`config.mk`:
```
export PLATFORM = sky130hd
export DESIGN_NAME = seq_divider
export DESIGN_NICKNAME = d
export VERILOG_FILES = /design/src/rtl/seq_divider.sv
export SDC_FILE = /design/constraint.sdc
export NUM_CORES = 1
export LEC_CHECK = 0
export ABC_AREA = 1
export CORE_ASPECT_RATIO = 0.8
export CORE_MARGIN = 3
export CORE_UTILIZATION = 40
export DETAILED_ROUTE_END_ITERATION = 8
export HOLD_SLACK_MARGIN = 0.06
export SLEW_MARGIN = 0
export SYNTH_ARGS = -nofsm -noshare
export SYNTH_HDL_FRONTEND = slang
export SYNTH_SLANG_ARGS = --single-unit
```
`constraint.sdc`:
```
create_clock -name inp_clk -period 5.55 [get_ports inp_clk]
set_input_delay 1.11 -clock inp_clk [delete_from_list [all_inputs] [get_ports inp_clk]]
set_output_delay 1.11 -clock inp_clk [all_outputs]
set_load 0.05 [all_outputs]
```
`src/rtl/seq_divider.sv`:
```
`timescale 1ns/1ps
// seq_divider: 16-bit unsigned restoring divider that produces one quotient bit
// per clock. It runs freely: any change on the operand inputs, or the first
// cycle after reset, captures the operand pair and starts a new division.
// out_result packs {remainder, quotient}, and out_done qualifies it.
// Optional feature macro: SEQ_DIVIDER_DIVZERO_ERR_EN adds the out_err
// divide-by-zero flag.
module seq_divider (
  input  logic        inp_clk,
  input  logic        inp_rst,
  input  logic [15:0] inp_a,
  input  logic [15:0] inp_b,
  output logic        out_done,
  output logic [31:0] out_result
`ifdef SEQ_DIVIDER_DIVZERO_ERR_EN
  ,
  output logic        out_err
`endif
);

  localparam logic [0:0] IDLE = 1'b0;
  localparam logic [0:0] BUSY = 1'b1;

  logic [0:0]  state;
  logic        valid;
  logic [4:0]  cnt;
  logic [15:0] cap_a;
  logic [15:0] cap_b;
  logic [15:0] rem;
  logic [15:0] quo;
  logic        start;
  logic [15:0] rem_nxt;
  logic [15:0] quo_nxt;

  // One restoring step. The trial value is 17 bits wide, so the bit that is
  // shifted out of the remainder takes part in the compare. The partial
  // remainder is always below the divisor, or is a prefix of the dividend
  // when the divisor is zero, so the stored remainder fits in 16 bits.
  function automatic logic [31:0] div_step(input logic [15:0] r,
                                           input logic [15:0] q,
                                           input logic [15:0] d);
    logic [16:0] t;
    logic [16:0] diff;
    logic        qbit;
    t    = {r, q[15]};
    qbit = (t >= {1'b0, d});
    diff = qbit ? (t - {1'b0, d}) : t;
    return {diff[15:0], q[14:0], qbit};
  endfunction

  assign start = !valid || (inp_a != cap_a) || (inp_b != cap_b);
  assign {rem_nxt, quo_nxt} = div_step(rem, quo, cap_b);

  // Control: operand capture, iteration count, FSM and result/done outputs
  always_ff @(posedge inp_clk) begin
    if (inp_rst) begin
      state      <= IDLE;
      valid      <= 1'b0;
      cnt        <= 5'd0;
      cap_a      <= 16'd0;
      cap_b      <= 16'd0;
      out_done   <= 1'b0;
      out_result <= 32'd0;
`ifdef SEQ_DIVIDER_DIVZERO_ERR_EN
      out_err    <= 1'b0;
`endif
    end else if (start) begin
      cap_a    <= inp_a;
      cap_b    <= inp_b;
      valid    <= 1'b1;
      cnt      <= 5'd16;
      out_done <= 1'b0;
      state    <= BUSY;
`ifdef SEQ_DIVIDER_DIVZERO_ERR_EN
      out_err  <= 1'b0;
`endif
    end else if (state == BUSY) begin
      cnt <= cnt - 5'd1;
      if (cnt == 5'd1) begin
        out_result <= {rem_nxt, quo_nxt};
        out_done   <= 1'b1;
        state      <= IDLE;
`ifdef SEQ_DIVIDER_DIVZERO_ERR_EN
        out_err    <= (cap_b == 16'd0);
`endif
      end
    end
  end

  // Datapath: the partial remainder and quotient shift register. A start
  // always reloads them, so they need no reset.
  always_ff @(posedge inp_clk) begin
    if (start) begin
      rem <= 16'd0;
      quo <= inp_a;
    end else if (state == BUSY) begin
      rem <= rem_nxt;
      quo <= quo_nxt;
    end
  end

endmodule

```
==> impl_results.md <==
- Die width: 141 microns
- Die H: 114 microns
- Initial DRC Count: between 400 and 500
- GRT Resource Usage Total: about 20%
- DRC: 0
- Setup Viol. Count Final: 0
- HPWL Detailed: ~12 mm
- Initial antenna violation count: 0
- Power share of the clock group: about two fifths
- Mapped cell area: slightly below 0.006 sq mm
- Rows: 38
- Crit path required time: just under 6000 ps
- Max-slew violations: 0
- Critical path class: input pin to flip-flop
- Cell count of the worst reg-to-reg path: 6
- H-Tree Depth: 3
- WL/cell: between 10 and 15 microns
- N_diodes: 0
- Max Cap Viol: 0
- Final Skew: roughly 12 ps
- Startpoint types: input pin
- Largest net degree at the start of global routing: 49
- First-pass GRT wire length: approximately 26 mm
- Unrepaired setup endpoints after global routing: no
- Sw Ratio: a little over a quarter
- Post-route setup TNS: 0 ps
- Kind of end point of the critical path: flip-flop
- Min Tclk post-route: 3740 ps
- Clock slew at the register clock pins of the worst setup and hold paths: roughly 80 ps
- Worst skew pair latency: between 300 and 400 ps
- Flop pwr share: 49.1%
- Die ar.: approximately 0.016 sq mm
- Initial Util: 42.1%
- Post-CTS Setup Inserts: 0
- Total grt overflow: 0
- Detailed-route wire length: between 15 and 20 mm
- R2R Setup Slk: approximately 2300 ps
- Nets: 1037
- Crit share post-route: between 60 and 70%
- Design area: around 0.007 sq mm
- Top FF cell, synth: dfxtp_1
- P_leak: ~3.6 nW
- Switch Pwr: between 0.0004 and 0.0005 W
- Vias: ~5400
- Slew of the pin with the lowest slew margin: about 1200 ps
- Post-synth top area share: around 30%
- EDFF count, synth: 16
- Hold Fails Final Rpt: 0
- CTS max path bufs: 2
- CTS buffer count: 9
- PostCTS Resize Cnt: 0
- Slew HR: between 15 and 20%
- Asr flop ratio synth: 0%
- Syn Inst Count: just over 900
- Dominant cells by area after synthesis: dfxtp_1 30%, nand2_1 22%, inv_1 10%
- First-pass detailed-route iteration total: 5
- #FFs+latches synth: ~100
- Hold Path Cell Cnt: 2
- Yosys top cell by area: dfxtp_1
- Mapped Avg Cell Area: between 6 and 7 sq um
- Final ANT Viol Nets: 0
- Vias per cell: roughly 4.6
- HP Class: flip-flop to flip-flop
- PD cells: about 230 mW/mm^2
- Root buf cell: clkbuf_16
- Power Internal: 0.00117 W
- Clock sink count: roughly 100
- Synth warn: 0
- Worst-path maximum fanout: 48
- CTS Hold Bufs: 0
- Synth-to-Final Area Change: 18.3%
- FMAX: 267 MHz
- Yosys cell types: 35
- # port buffers: between 60 and 70
- # IOs: 67
- Critical path data arrival time: between 3000 and 4000 ps
- Vias in the first global route: 4973
- Worst vdd ir: between 150 and 200 uV
- Syn nets: roughly 980
- Register area share after synthesis: 38.2%
- Gp weighted congestion: roughly 0.90
- Core area: 0.0139 sq mm
- DP Area: ~0.0066 sq mm
- Combinational power share: 11.3%
- Status: complete, no violations
- Share of cells above drive strength 1: roughly 3.6%
- TritonCTS clock tree: built
routing by layer:
layer  part of all wire [%]  vias to the layer above  wire length (microns)  GRT usage, %
li1                       -                     2898                      -             -
met1                     55                     2291                   8610          32.0
met2                     37                      148                   5900          27.5
met4                    1.3                        0                    204          4.28
met5                      0                        -                      0             0
met3                    6.5                       17                   1020          3.72
kinds of logic (layout without fill, tap and decap cells):
logic type	after synthesis	in the layout	synth area share, %
fa+ha+maj	19	19	4.18
compound gates	36	36	3.13
simple gates	555	555	38.6
flops	104	104	38.2
buf+inv	195	255	12.9
xor+xnor	20	20	2.98
power by group through the flow:
stage / logic, W / clock network [W] / registers (W)
floorplan: 0.000114 / 0 / 0.000809
global placement: 0.000181 / 0 / 0.000811
detailed placement: 0.000179 / 0 / 0.000811
CTS: 0.000181 / 0.000660 / 0.000793
global route: 0.000205 / 0.000678 / 0.000796
finish: 0.000182 / 0.000639 / 0.000793
worst max-delay path, stage by stage:
cell	delay (ps)
clkdlybuf4s50_1	590
inv_1	90
a21oi_1	190
nand3_1	100
nor2_1	110
nand2_1	90
nor2_4	330
nand3_2	870
nor2_1	410
nor2_1	60
cell usage in the layout, fill, tap and decap left out, drive strengths merged, types with 2 or more instances in the layout:
cell type / Yosys / final
nand2: 341 / 341
inv: 170 / 173
nor2: 137 / 137
dfxtp: 88 / 88
clkdlybuf4s50: 0 / 65
nand3: 41 / 41
nand4: 24 / 24
o21ai: 22 / 22
ha: 18 / 18
edfxtp: 16 / 16
a21oi: 12 / 12
xnor2: 11 / 11
xor2: 9 / 9
clkbuf: 14 / 9
clkinv: 1 / 4
nand3b: 3 / 3
buf: 10 / 3
nor3: 2 / 2
and2: 2 / 2
or2: 2 / 2
sequential cells by signal (all words and copies together), names as in the netlist:
name / flops
rem: 16
out_result: 32
cnt: 5
quo: 16
cap_a: 16
valid: 1
cap_b: 16
state: 1
out_done: 1
synth_stat cells (3+ instances only):
cell and count:
dfxtp_1 88, buf_2 4, nor2_2 4, edfxtp_1 16
xor2_1 9, o21ai_0 12, a21oi_1 12, ha_1 18
nand3b_1 3, inv_2 7, buf_4 4, inv_1 163
nand4_1 24, clkbuf_1 14, nand3_1 40, nor2_1 131
xnor2_1 11, o21ai_1 10, nand2_1 339
path summary, 6_finish.rpt:
check | startpoint | endpoint
worst max-delay path | inp_a[15] | out_result[28]
worst min-delay path | rem[8] | rem[8]
worst max register to register | cnt[0] | out_result[28]
worst min register to register | rem[8] | rem[8]
final cells by class:
type                       instances  area, sq um
sequential                       104         2240
multi-input combinational        630         2870
clock buffer                       9          225
fill                            1477         6990
timing repair buffer              68          671
inverter                         171          642
clock inverter                     7         72.6
tap                              180          225
through the flow:
step	cells	total power (W)	util, %	hold slack (ps)	setup slack (ps)
2_1_floorplan	929	0.000922	-	442	2900
3_3_place_gp	1153	0.000992	47.7	459	1470
3_5_place_dp	1153	0.000990	47.7	460	1470
4_1_cts	1169	0.00163	49.9	471	1830
5_1_grt	1169	0.00168	49.9	496	1480
6_report	1169	0.00161	49.9	470	1810
Note: power is estimated with default switching activity, not from simulation.
